### src/rtl/fd_controller.sv
// fd_controller: FAST corner-detection frame scanner that fetches each candidate's center and 16-pixel circle, then hands the results to a datapath and a downstream consumer
module fd_controller #(
  parameter int IMG_W = 64,
  parameter int IMG_H = 64,
  parameter int AW = 12
) (
  input  logic          clk,
  input  logic          reset,
  input  logic          start,
  input  logic [7:0]    thresIn,
  output logic          memRe,
  output logic [AW-1:0] memAddr,
  input  logic [7:0]    memData,
  output logic [7:0]    refPixel,
  output logic [127:0]  adjPixel,
  output logic [7:0]    thres,
  input  logic          isCorner,
  input  logic [31:0]   compare,
  output logic          cornerValid,
  input  logic          cornerReady,
  output logic [11:0]   cornerX,
  output logic [11:0]   cornerY,
  output logic [31:0]   cornerCmp,
  output logic          busy,
  output logic          done,
  output logic [15:0]   cornerCount
);
  typedef enum logic [2:0] {IDLE, FETCH, EVAL, OUT, DONE} state_t;
  state_t state;
  logic [4:0] cnt;
  logic [11:0] x, y;
  logic [AW-1:0] row;
  logic signed [2:0] dx, dy;
  logic [6:0] adj_lo;
  logic last_x, last_y, adv;
  // circle offset for read k; k=0 is the center
  always_comb begin
    {dx, dy} = {3'sd0, 3'sd0};
    case (cnt)
      5'd1:  {dx, dy} = {3'sd0, -3'sd3};
      5'd2:  {dx, dy} = {3'sd1, -3'sd3};
      5'd3:  {dx, dy} = {3'sd2, -3'sd2};
      5'd4:  {dx, dy} = {3'sd3, -3'sd1};
      5'd5:  {dx, dy} = {3'sd3, 3'sd0};
      5'd6:  {dx, dy} = {3'sd3, 3'sd1};
      5'd7:  {dx, dy} = {3'sd2, 3'sd2};
      5'd8:  {dx, dy} = {3'sd1, 3'sd3};
      5'd9:  {dx, dy} = {3'sd0, 3'sd3};
      5'd10: {dx, dy} = {-3'sd1, 3'sd3};
      5'd11: {dx, dy} = {-3'sd2, 3'sd2};
      5'd12: {dx, dy} = {-3'sd3, 3'sd1};
      5'd13: {dx, dy} = {-3'sd3, 3'sd0};
      5'd14: {dx, dy} = {-3'sd3, -3'sd1};
      5'd15: {dx, dy} = {-3'sd2, -3'sd2};
      5'd16: {dx, dy} = {-3'sd1, -3'sd3};
      default: {dx, dy} = {3'sd0, 3'sd0};
    endcase
  end
  assign memRe = state == FETCH && cnt <= 5'd16;
  assign memAddr = row + AW'(x) + {{(AW-3){dy[2]}}, dy} * AW'(IMG_W) + {{(AW-3){dx[2]}}, dx};
  assign adj_lo = {2'b00, 5'd17 - cnt} << 3;
  assign last_x = x == 12'(IMG_W - 4);
  assign last_y = y == 12'(IMG_H - 4);
  assign adv = (state == EVAL && !isCorner) || (state == OUT && cornerReady);
  // scan sequencing, operand capture, result handshake and position advance
  always_ff @(posedge clk) begin
    if (reset) begin
      state <= IDLE;
      cnt <= '0;
      x <= '0;
      y <= '0;
      row <= '0;
      refPixel <= '0;
      adjPixel <= '0;
      thres <= '0;
      cornerValid <= 1'b0;
      cornerX <= '0;
      cornerY <= '0;
      cornerCmp <= '0;
      busy <= 1'b0;
      done <= 1'b0;
      cornerCount <= '0;
    end else begin
      case (state)
        IDLE: if (start) begin
          thres <= thresIn;
          cornerCount <= '0;
          x <= 12'd3;
          y <= 12'd3;
          row <= AW'(3 * IMG_W);
          cnt <= '0;
          busy <= 1'b1;
          state <= FETCH;
        end
        FETCH: begin
          cnt <= cnt + 5'd1;
          if (cnt == 5'd1) refPixel <= memData;
          if (cnt >= 5'd2) adjPixel[adj_lo +: 8] <= memData;
          if (cnt == 5'd17) state <= EVAL;
        end
        EVAL: if (isCorner) begin
          cornerCmp <= compare;
          cornerX <= x;
          cornerY <= y;
          cornerValid <= 1'b1;
          state <= OUT;
        end
        OUT: if (cornerReady) begin
          cornerValid <= 1'b0;
          cornerCount <= &cornerCount ? cornerCount : cornerCount + 16'd1;
        end
        DONE: begin
          done <= 1'b0;
          state <= IDLE;
        end
        default: state <= IDLE;
      endcase
      if (adv) begin
        cnt <= '0;
        x <= last_x ? 12'd3 : x + 12'd1;
        y <= last_x ? y + 12'd1 : y;
        row <= last_x ? row + AW'(IMG_W) : row;
        state <= last_x && last_y ? DONE : FETCH;
        busy <= !(last_x && last_y);
        done <= last_x && last_y;
      end
    end
  end
endmodule

### config.mk
export PLATFORM = sky130hd
export DESIGN_NAME = fd_controller
export DESIGN_NICKNAME = d
export VERILOG_FILES = /design/src/rtl/fd_controller.sv
export SDC_FILE = /design/constraint.sdc
export NUM_CORES = 1
export LEC_CHECK = 0
export CAP_MARGIN = 20
export CORE_MARGIN = 2
export CORE_UTILIZATION = 35
export CTS_CLUSTER_DIAMETER = 150
export DETAILED_ROUTE_END_ITERATION = 6
export GPL_TIMING_DRIVEN = 0
export PLACE_DENSITY_LB_ADDON = 0.08
export SYNTH_ARGS = -nofsm -noshare
export SYNTH_HDL_FRONTEND = slang
export SYNTH_SLANG_ARGS = --single-unit
### constraint.sdc
create_clock -name clk -period 4.2 [get_ports clk]
set_input_delay 0.84 -clock clk [delete_from_list [all_inputs] [get_ports clk]]
set_output_delay 0.84 -clock clk [all_outputs]
set_load 0.02 [all_outputs]
# --- Word level (Yosys, flattened, before mapping) ---
# Memory sizes are Yosys's and may differ from the RTL's. A register that Yosys moved wholly into a read port is not among the register bits.
# Index checks and enable logic that the tools add are counted.
word_totals:
  word_cells: 106
  regBits: 263
  latchBits: 0
  romBits: 192
  in_bits: 53
  memories: 1
  ramBits: 0
classes:
  n_div: 0
  bitwise: 0
  shifts: 2
  n_mux: 33
  n_eq_ne: 17
  addsub: 10
  mul: 0
  n_lt_le_gt_ge: 2
  reduce_logical: 26
memory_table:
  columns: ["memory", "depth", "width", "rd", "rd_ports_with_merged_regs", "wr", "line_no", "text"]
  rows:
  - ["(name not given)", 32, 6, 1, 1, 0, "39", "case (cnt)"]
op_table:
  columns: ["operator", "count"]
  rows:
  - ["$bwmux 128", 1]
  - ["$shift 8x9->128 const A", 1]
  - ["$shiftx 8x9->128", 1]
  - ["$mux 12", 10]
  - ["$mux 16", 3]
  - ["$add 12x12->12", 3]
  - ["$pmux 16 s2", 1]
  - ["$add 12x1->12 const B", 2]
  - ["$eq 12x6->1 const B", 2]
  - ["$add 16x1->16 const B", 1]
  - ["$reduce_and 16->1", 1]
  - ["$mux 3", 5]
  - ["$mux 5", 3]
  - ["$add 12x7->12 const B", 1]
  - ["$ne 2x2->1 const B", 6]
  - ["$pmux 3 s4", 1]
  - ["$reduce_and 2->1", 6]
  - ["$reduce_bool 2->1", 6]
  - ["$pmux 5 s2", 1]
  - ["$neg 7->9", 1]
  - ["$reduce_and 4->1", 2]
  - ["$mux 1", 7]
  - ["$eq 3x2->1 const B", 2]
  - ["$ne 3x3->1 const B", 2]
  - ["16 further kinds", 21]

# --- Logic depth before layout (Yosys ltp) ---
# Gate-level depths: netlist of the first run.
logic_depth:
  depth_word: 5
  depth_mapped: 12
  ltp_nobuf: 10

# --- Worst setup path before layout of the first run ---
# OpenSTA, ideal clock, no wires.
synth_path:
  kind: "register to output"
  from: "reg dx[2] (netlist name)"
  to: "out memAddr[11]"
  path_stages_with_launch: 10
  setup_slack_ps: 508
  arrival_ps: 2852
  path_cell_list: "dfxtp_1 -> inv_1 -> fa_1 -> fa_1 -> inv_1 -> ha_1 -> a21o_1 -> a211oi_1 -> a21oi_1 -> xnor2_1"
synth_between:
  elab_chain_cells: 1
synth_rtl:
  columns: ["element", "line_no", "text"]
  rows:
  - ["$add 12x12->12", "60", "assign memAddr = row + AW'(x) + {{(AW-3){dy[2]}}, dy} * AW'(IMG_W) + {{(AW-3){dx[2]}}, dx};"]
  - ["end: declaration", "12", "output logic [AW-1:0] memAddr,"]
# Every way passes these cells.

# --- Worst setup path in the final report of the first run ---
layout_path:
  from: "reg dx[2] (netlist name)"
  to: "out memAddr[10]"
layout_between:
  elab_chain_cells: 1
layout_rtl:
  columns: ["element", "line_no"]
  rows:
  - ["$add 12x12->12", "60"]
# Every way passes these cells.

==> results of run 1 <==
## registers in the layout, summed over array words and instances, names as in the netlist, 3 cells and up
register / count
row: 6
thres: 8
cornerCount: 16
state: 3
refPixel: 8
adjPixel: 128
x: 12
dy: 3
dx: 3
cnt: 5
y: 12
cornerY: 12
cornerCmp: 32
cornerX: 12
## worst max-delay path by stage
stage,from,endpoint,cells past startpoint
floorplan,dx[2],memAddr[11],9
global placement,dx[2],memAddr[11],11
detailed placement,dx[2],memAddr[11],11
CTS,x[9],memAddr[11],11
global route,dx[2],memAddr[11],10
finish,dx[2],memAddr[10],10
## cells in the mapped netlist (5+ instances only)
cell type,instances,area share
a211oi_1,8,0.0051
a21oi_1,182,0.077
a311oi_1,5,0.0037
a31oi_1,6,0.0032
a41oi_1,5,0.0037
and2_1,32,0.017
and3_1,11,0.0058
buf_2,11,0.0047
clkbuf_1,65,0.021
dfxtp_1,263,0.45
fa_1,11,0.019
ha_1,40,0.042
inv_1,37,0.012
mux2i_1,68,0.058
nand2_1,274,0.087
nand2b_1,8,0.0042
nand3_1,41,0.017
nand3_2,5,0.0042
nand4_1,18,0.0095
nand4b_1,6,0.0045
nor2_1,101,0.032
nor2b_1,6,0.0032
nor3_1,14,0.0059
nor4_1,8,0.0042
o21ai_0,32,0.014
or2_2,9,0.0048
or3_1,46,0.024
or4_1,10,0.0064
xnor2_1,14,0.010
## cell families after synthesis
| family | synth area share |
|---|---|
| compound gates | 0.136 |
| xor+xnor | 0.0140 |
| fa+ha+maj | 0.0610 |
| buf+inv | 0.0393 |
| flops | 0.446 |
| mux | 0.0596 |
| simple gates | 0.244 |
## per-stage QoR
stage | setup TNS, ns | area, µm²
after floorplan | 0 | 11800
after global placement | -0.383 | 15200
after detailed placement | -0.437 | 15200
after CTS | 0 | 16200
after global routing | -0.0273 | 16300
final | 0 | 16300
## power breakdown
part	internal, mW	switching, mW
combinational	0.294	0.545
clock	1.54	1.05
sequential	2.54	0.0443
total	4.38	1.64
## tightest hold or removal path, cell delays in order (launching register included)
cell and delay (ns):
dfxtp_1 0.30, nand2_1 0.05, a21oi_1 0.05
## cell type report
class / instances / area (µm²) / share of cell area
buffer: 81 / 325 / 0.0200
clock inverter: 7 / 76.3 / 0.00469
inverter: 37 / 139 / 0.00853
tap: 448 / 561 / 0.0344
timing repair buffer: 287 / 2850 / 0.175
sequential: 263 / 5290 / 0.325
clock buffer: 46 / 911 / 0.0559
multi-input combinational: 1023 / 6130 / 0.376
## per-layer routing
metal | share of wire | vias to the layer above
li1 | - | 5479
met4 | 0.024 | 2
met1 | 0.43 | 5172
met2 | 0.46 | 319
met3 | 0.085 | 60
met5 | 0.00031 | -
## repair_timing
| item | CTS | global route |
|---|---|---|
| gates resized for setup | 30 | 14 |
| pin swaps | 2 | 2 |
| setup buffers | 0 | 1 |
| setup endpoints to repair | 6 | 5 |
| cloned | 0 | 0 |
==> results_dict.tcl, run 1 <==
set metrics [dict create \
    leakage_nw 6.02 \
    fin_cells 2192 \
    grt-ovfl-total 0 \
    avgViaCountPerCell 5.03 \
    critPathMaxFanout 9 \
    rsz0062_at_grt "yes" \
    r2r_end "adjPixel[46]" \
    final_cell_mix "clkdlybuf4s50_1 (278), nand2_1 (273), dfxtp_1 (252), a21oi_1 (181), nor2_1 (101)" \
    power_density_nw_per_um2 370 \
    path_cells "ha_1 > ha_1 > ha_1 > fa_1 > a21o_1 > a21oi_2 > o21ai_1 > o41ai_2 > xnor2_1 > buf_4" \
    area_delta_synth_final_pct 37.9 \
    grt_usage 0.208 \
    critPathSlowestCell "fa_1" \
    status "complete, no violations" \
    tightest_slew_ns 1.09 \
    drt-pass1-iter-count 5 \
    path_clk_slew_ns 0.06 \
    setup_viol 0 \
    first_iter_violations 533 \
    whs_path_depth 2 \
    skew_ns 0.0127 \
    clk_latency_ns 0.56 \
    gp_congestion 0.832 \
    clockBufferDepth 3 \
    drc 0 \
    fillers 3320 \
    hold_path_end "thres[5]" \
    hold_class "reg2reg" \
    htree_num_levels 1 \
    ant_nets 0 \
    grt_pass1_wl_um 59100 \
    ys_seq_elements 263 \
    post-route-period-util 0.967 \
    slew_headroom 0.265 \
    finish.net_count 1827 \
    worstSetupEndpointType "output port" \
    synth.distinct_cells 66 \
    top_usage_layer "met2" \
    ys.flop_type "dfxtp_1" \
    cpLargestDelayFamily "adder cells" \
    fin_util 0.488 \
    wl_um 38200 \
    synth_cells 1404 \
    grt_use_met3 0.0676 \
    io_pins 285 \
    slowest_delay_ns 0.41 \
    hold_ws_ns 0.452 \
    drive_gt1_frac 0.0636 \
    dp_slack_ns -0.281 \
    arrival_ns 3.22 \
    core_um2 33400 \
    fp-row-count 67 \
    rr_startpoint "cnt[1]" \
    gr-usage-met2 0.345 \
    crit_buf_inv 1 \
    syn_area_per_cell_um2 8.41 \
    cts_hold_buf 0 \
    use_met1 0.260 \
    worstSetupPathType "reg2out" \
    synth_area_um2 11800 \
    antenna_found_initial 1 \
    clockRootBuffer "clkbuf_16" \
    timing.final.ws_setup_ns 0.140 \
    cts_tree "yes" \
    crit_top_cell "ha_1" \
    synth_seq_area_share 0.446 \
    die_x_um 188 \
    wl_per_cell_um 17.4 \
    final_common_cell "clkdlybuf4s50_1" \
    vdd_drop_max_v 0.000268 \
    worst-r2r-cell-count 7 \
    drv_slew 0 \
    synth_fp_nets 1508 \
    die_y_um 188 \
    finalHoldViolCount 0 \
    hp-start "thres[5]" \
    async_flop_share 0 \
    clock-sinks 263 \
    grt_pass1_vias 10536 \
    fp.dieArea_um2 35200 \
    antenna_cells 0 \
    r2r_setup_slack_ns 0.96 \
    grt_max_degree 16 \
    setup.worst_path.start_class "flip-flop" \
    ys.warnings.count 0 \
    vias 11032 \
    cp.required_ns 3.36 \
    numCtsBuffers 30 \
    place_inst 2138 \
    port_buffers 284 \
    total_power_mw 6.02 \
    finalCriticalPeriod_ns 4.06 \
    dp_hpwl_um 28000 \
    cap_violations 0 \
    clock.fmax_ghz 0.246 \
    initial_core_util 0.354 \
    synth_edf_count 0 \
]
Note: power is estimated with default switching activity, not from simulation.
==> run 2, diff against run 1 <==
- CTS_BUF_LIST: default -> sky130_fd_sc_hd__clkbuf_8
- DONT_BUFFER_PORTS: default -> 1
- SKIP_CTS_REPAIR_TIMING: default -> 1
==> run 2 against run 1 <==
Hold slack got worse by 0.064 ns. Global-route usage about the same. Count of clock-buffer cells in the layout increased by 16. Highest routed layer is now met4. Critical path type unchanged. Power decreased by 4.6%. Clock skew increased by 0.037 ns. Largest power group is now sequential cells.
==> results_dict.tcl, run 2 (synthesized netlist as in run 1, its figures left out) <==
set metrics [dict create \
    r2r_setup_slack_ns 1.00 \
    wl_um 37600 \
    gp_congestion 0.778 \
    grt_pass1_wl_um 58100 \
    r2r_end "adjPixel[22]" \
    cts_tree "yes" \
    grt_pass1_vias 9845 \
    worstSetupPathType "reg2out" \
    wl_per_cell_um 19.5 \
    finalCriticalPeriod_ns 4.03 \
    top_regs "adjPixel: 128 flops, cornerCmp: 32 flops, cornerCount: 16 flops" \
    die_y_um 188 \
    htree_num_levels 2 \
    grt_max_degree 13 \
    fp-row-count 67 \
    finalHoldViolCount 0 \
    largest_register "adjPixel" \
    final.setup.tns_ns 0 \
    clk_latency_ns 0.59 \
    final_cell_mix "nand2_1 (272), dfxtp_1 (252), a21oi_1 (180), nor2_1 (101), mux2i_1 (68)" \
    largest_register_ff_count 128 \
    skew_ns 0.0496 \
    ant_nets 0 \
    setup_viol 0 \
    hold_ws_ns 0.387 \
    drive_gt1_frac 0.0895 \
    fin_cells 1934 \
    drt-pass1-iter-count 5 \
    die_x_um 188 \
    drv_slew 0 \
    setup.worst_path.start_class "flip-flop" \
    io_pins 285 \
    power_density_nw_per_um2 427 \
    area_delta_synth_final_pct 13.9 \
    finish.net_count 1561 \
    whs_path_depth 2 \
    total_power_mw 5.74 \
    grt_usage 0.209 \
    clockRootBuffer "clkbuf_8" \
    post-route-period-util 0.959 \
    rr_startpoint "cnt[1]" \
    port_buffers 0 \
    arrival_ns 3.19 \
    antenna_found_initial 0 \
    first_iter_violations 479 \
    cp.required_ns 3.36 \
    worstSetupEndpointType "output port" \
    final_common_cell "nand2_1" \
    vdd_drop_max_v 0.000243 \
    clockBufferDepth 3 \
    fillers 3549 \
    place_inst 1854 \
    critPathMaxFanout 7 \
    numCtsBuffers 47 \
    slew_headroom 0.303 \
    avgViaCountPerCell 5.21 \
    cap_violations 0 \
    hold_class "in2reg" \
    initial_core_util 0.354 \
    hp-start "thresIn[7]" \
    hold_path_end "thres[7]" \
    dp_hpwl_um 27500 \
    drc 0 \
    grt-ovfl-total 0 \
    status "complete, no violations" \
    fp.dieArea_um2 35200 \
    clock.fmax_ghz 0.248 \
    core_um2 33400 \
    clock-sinks 263 \
    antenna_cells 0 \
    vias 10073 \
    tightest_slew_ns 1.04 \
    leakage_nw 5.07 \
    path_clk_slew_ns 0.06 \
    worst-r2r-cell-count 8 \
    fin_util 0.403 \
]
run 2: cell types whose count changed in the layout (fill, tap and decap cells not counted), sizes merged:
cell | before | now
buf | 21 | 19
clkdlybuf4s50 | 278 | 0
inv | 37 | 49
clkbuf | 112 | 127
clkdlybuf4s18 | 0 | 1
clkinv | 4 | 3
clkinvlp | 2 | 0
dlygate4sd2 | 2 | 0
dlymetal6s2s | 1 | 0
run 2: worst max path at each step:
| stage | startpoint | end | slack (ns) | cells past startpoint |
|---|---|---|---|---|
| 2_1_floorplan | dx[2] | memAddr[11] | 0.51 | 9 |
| 3_3_place_gp | dx[2] | memAddr[11] | 0.10 | 10 |
| 3_5_place_dp | dx[2] | memAddr[11] | 0.02 | 10 |
| 4_1_cts | dx[2] | memAddr[11] | -0.60 | 10 |
| 5_1_grt | dx[2] | memAddr[8] | -0.01 | 8 |
| 6_report | dx[2] | memAddr[8] | 0.17 | 8 |
run 2: report_power, final:
part / switching, mW / internal [mW]
registers: 0.0878 / 2.54
logic: 0.489 / 0.189
clock network: 1.07 / 1.37
run 2: per-stage QoR:
stage	area, µm²	worst slack, ns
after floorplan	11800	0.508
after global placement	12400	0.103
after detailed placement	12400	0.0163
after CTS	13300	-0.595
after global routing	13400	-0.0120
final	13400	0.173
run 2: area by class of cell:
| cell class | instances | area (µm²) | area share |
|---|---|---|---|
| multi-input combinational | 1023 | 6150 | 0.458 |
| sequential | 263 | 5290 | 0.393 |
| clock buffer | 62 | 853 | 0.0635 |
| tap | 448 | 561 | 0.0417 |
| buffer | 81 | 325 | 0.0242 |
| inverter | 37 | 139 | 0.0103 |
| clock inverter | 16 | 97.6 | 0.00726 |
| timing repair buffer | 4 | 30.0 | 0.00223 |
run 2: per-layer routing:
layer / wire length [µm] / GRT usage / vias up
li1: - / - / 4981
met1: 15700 / 0.250 / 4696
met2: 17500 / 0.345 / 334
met3: 3620 / 0.0824 / 62
met4: 796 / 0.0612 / 0
met5: 0 / 0 / -
run 2: worst max-delay path, stage by stage, from the launching register on:
cell,delay [ns]
dfxtp_4,0.37
buf_4,0.15
fa_1,0.46
fa_1,0.48
ha_2,0.39
nand2_2,0.08
o21ai_1,0.21
nor2_1,0.08
xnor2_1,0.43
==> run 3, diff against run 2 <==
- SLEW_MARGIN: default -> 20
- clock period: 4.2 -> 4.3 ns (I/O delays scaled with it)
==> run 3 against run 2 <==
Register-to-register slack better by 0.07 ns. Clock skew is 0.015 ns lower. Flip-flop and latch count stayed put. Die area stayed put. Final area is 0.73% lower. Sequential share of layout area is 0.19 points higher. Power is 4.0% lower. Clock power is 6% lower. Critical path depth is 1 higher. Wire length hardly changed.
==> results_dict.tcl, run 3 (synthesized netlist as in run 1, its figures left out) <==
set metrics [dict create \
    die_y_um 188 \
    worst-r2r-cell-count 7 \
    area_delta_synth_final_pct 13.1 \
    ant_nets 0 \
    hold_path_end "thres[7]" \
    finalCriticalPeriod_ns 4.20 \
    crit_buf_inv 2 \
    seqPwrFrac 0.466 \
    comb_power_share 0.119 \
    arrival_ns 3.34 \
    dp_hpwl_um 27500 \
    cap_violations 0 \
    final_common_cell "nand2_1" \
    io_pins 285 \
    r2r_setup_slack_ns 1.07 \
    slowest_delay_ns 0.51 \
    htree_num_levels 2 \
    path_clk_slew_ns 0.06 \
    total_power_mw 5.51 \
    critPathMaxFanout 7 \
    post-route-period-util 0.977 \
    grt_usage 0.210 \
    whs_path_depth 2 \
    slew_headroom 0.314 \
    antenna_cells 0 \
    r2r_end "adjPixel[46]" \
    drt-pass1-iter-count 7 \
    leakage_nw 5.06 \
    first_iter_violations 521 \
    wl_per_cell_um 19.4 \
    p_sw_frac 0.292 \
    worstSetupEndpointType "output port" \
    vdd_drop_max_v 0.000243 \
    setup.worst_path.start_class "flip-flop" \
    largest_register_ff_count 128 \
    clock-sinks 263 \
    finish.net_count 1559 \
    critPathSlowestCell "fa_1" \
    hp-start "thresIn[7]" \
    drive_gt1_frac 0.0808 \
    fin_cells 1934 \
    numCtsBuffers 47 \
    top_regs "adjPixel: 128 flops, cornerCmp: 32 flops, cornerCount: 16 flops" \
    cts_tree "yes" \
    timing.final.ws_setup_ns 0.0973 \
    port_buffers 0 \
    drc 0 \
    fp-row-count 67 \
    initial_core_util 0.354 \
    grt_pass1_wl_um 58200 \
    largest_register "adjPixel" \
    fp.dieArea_um2 35200 \
    skew_ns 0.0344 \
    clockRootBuffer "clkbuf_8" \
    p_switching_mw 1.61 \
    antenna_found_initial 0 \
    vias 9980 \
    setup_viol 0 \
    wl_um 37600 \
    clock.fmax_ghz 0.238 \
    finalHoldViolCount 0 \
    pwr-share-clk 0.415 \
    place_inst 1852 \
    cp.required_ns 3.44 \
    grt-ovfl-total 0 \
    core_um2 33400 \
    drv_slew 0 \
    dp_slack_ns 0.114 \
    rsz0062_at_grt "yes" \
    grt_pass1_vias 9887 \
    rr_startpoint "cnt[1]" \
    gp_congestion 0.778 \
    final_cell_mix "nand2_1 (273), dfxtp_1 (256), a21oi_1 (181), nor2_1 (101), mux2i_1 (68)" \
    path_cells "inv_1 > fa_1 > fa_1 > inv_1 > ha_1 > a21o_1 > a211oi_1 > a21oi_1 > xnor2_2" \
    cpLargestDelayFamily "adder cells" \
    fillers 3521 \
    clk_latency_ns 0.61 \
    power_density_nw_per_um2 413 \
    hold_class "in2reg" \
    status "complete, no violations" \
    grt_max_degree 12 \
    avgViaCountPerCell 5.16 \
    die_x_um 188 \
    worstSetupPathType "reg2out" \
    intPower_mw 3.90 \
    clockBufferDepth 3 \
    tightest_slew_ns 1.03 \
]
## run 3: cell count changes in the layout (fill, tap and decap cells not counted), sizes merged
cell,change
clkbuf,-2
inv,+3
clkinv,+1
clkdlybuf4s18,-1
clkinvlp,+1
buf,-1
bufinv,-1
## run 3: metrics by stage
| step | hold slack [ns] | utilization | area [µm²] | setup TNS, ns |
|---|---|---|---|---|
| 2_1_floorplan | 0.446 | - | 11800 | 0 |
| 3_3_place_gp | 0.466 | 0.371 | 12400 | 0 |
| 3_5_place_dp | 0.475 | 0.371 | 12400 | 0 |
| 4_1_cts | 0.347 | 0.398 | 13300 | -0.947 |
| 5_1_grt | 0.356 | 0.400 | 13300 | -0.155 |
| 6_report | 0.396 | 0.400 | 13300 | 0 |
## run 3: power groups by stage
stage | Sequential, mW | Combinational, mW | Clock (mW)
2_1_floorplan | 2.60 | 0.458 | 0
3_3_place_gp | 2.62 | 0.652 | 0
3_5_place_dp | 2.62 | 0.656 | 0
4_1_cts | 2.57 | 0.660 | 2.37
5_1_grt | 2.58 | 0.733 | 2.47
6_report | 2.57 | 0.654 | 2.29
## run 3: layout make-up
type	instances	area, µm²	area share
multi-input combinational	1023	6120	0.459
sequential	263	5280	0.395
clock buffer	60	826	0.0619
tap	448	561	0.0420
buffer	81	325	0.0244
inverter	37	139	0.0104
clock inverter	20	83.8	0.00628
timing repair buffer	2	15.0	0.00112
## run 3: how the worst max path moves through the flow
stage                     slack (ns)     endpoint  depth (start not counted)  start
after CTS                      -0.53  memAddr[11]                         10  dx[2]
after global placement          0.18  memAddr[11]                         10  dx[2]
after detailed placement        0.11  memAddr[11]                         10  dx[2]
final                            0.1  memAddr[11]                          9   x[8]
after global routing           -0.11  memAddr[11]                         10   x[8]
after floorplan                 0.59  memAddr[11]                          9  dx[2]
## run 3: layer usage
metal  part of all wire  vias up  GRT usage
met4              0.019        0     0.0536
met2               0.47      321      0.348
li1                   -     4961          -
met3               0.10       56     0.0919
met1               0.41     4642      0.249
met5                  0        -          0
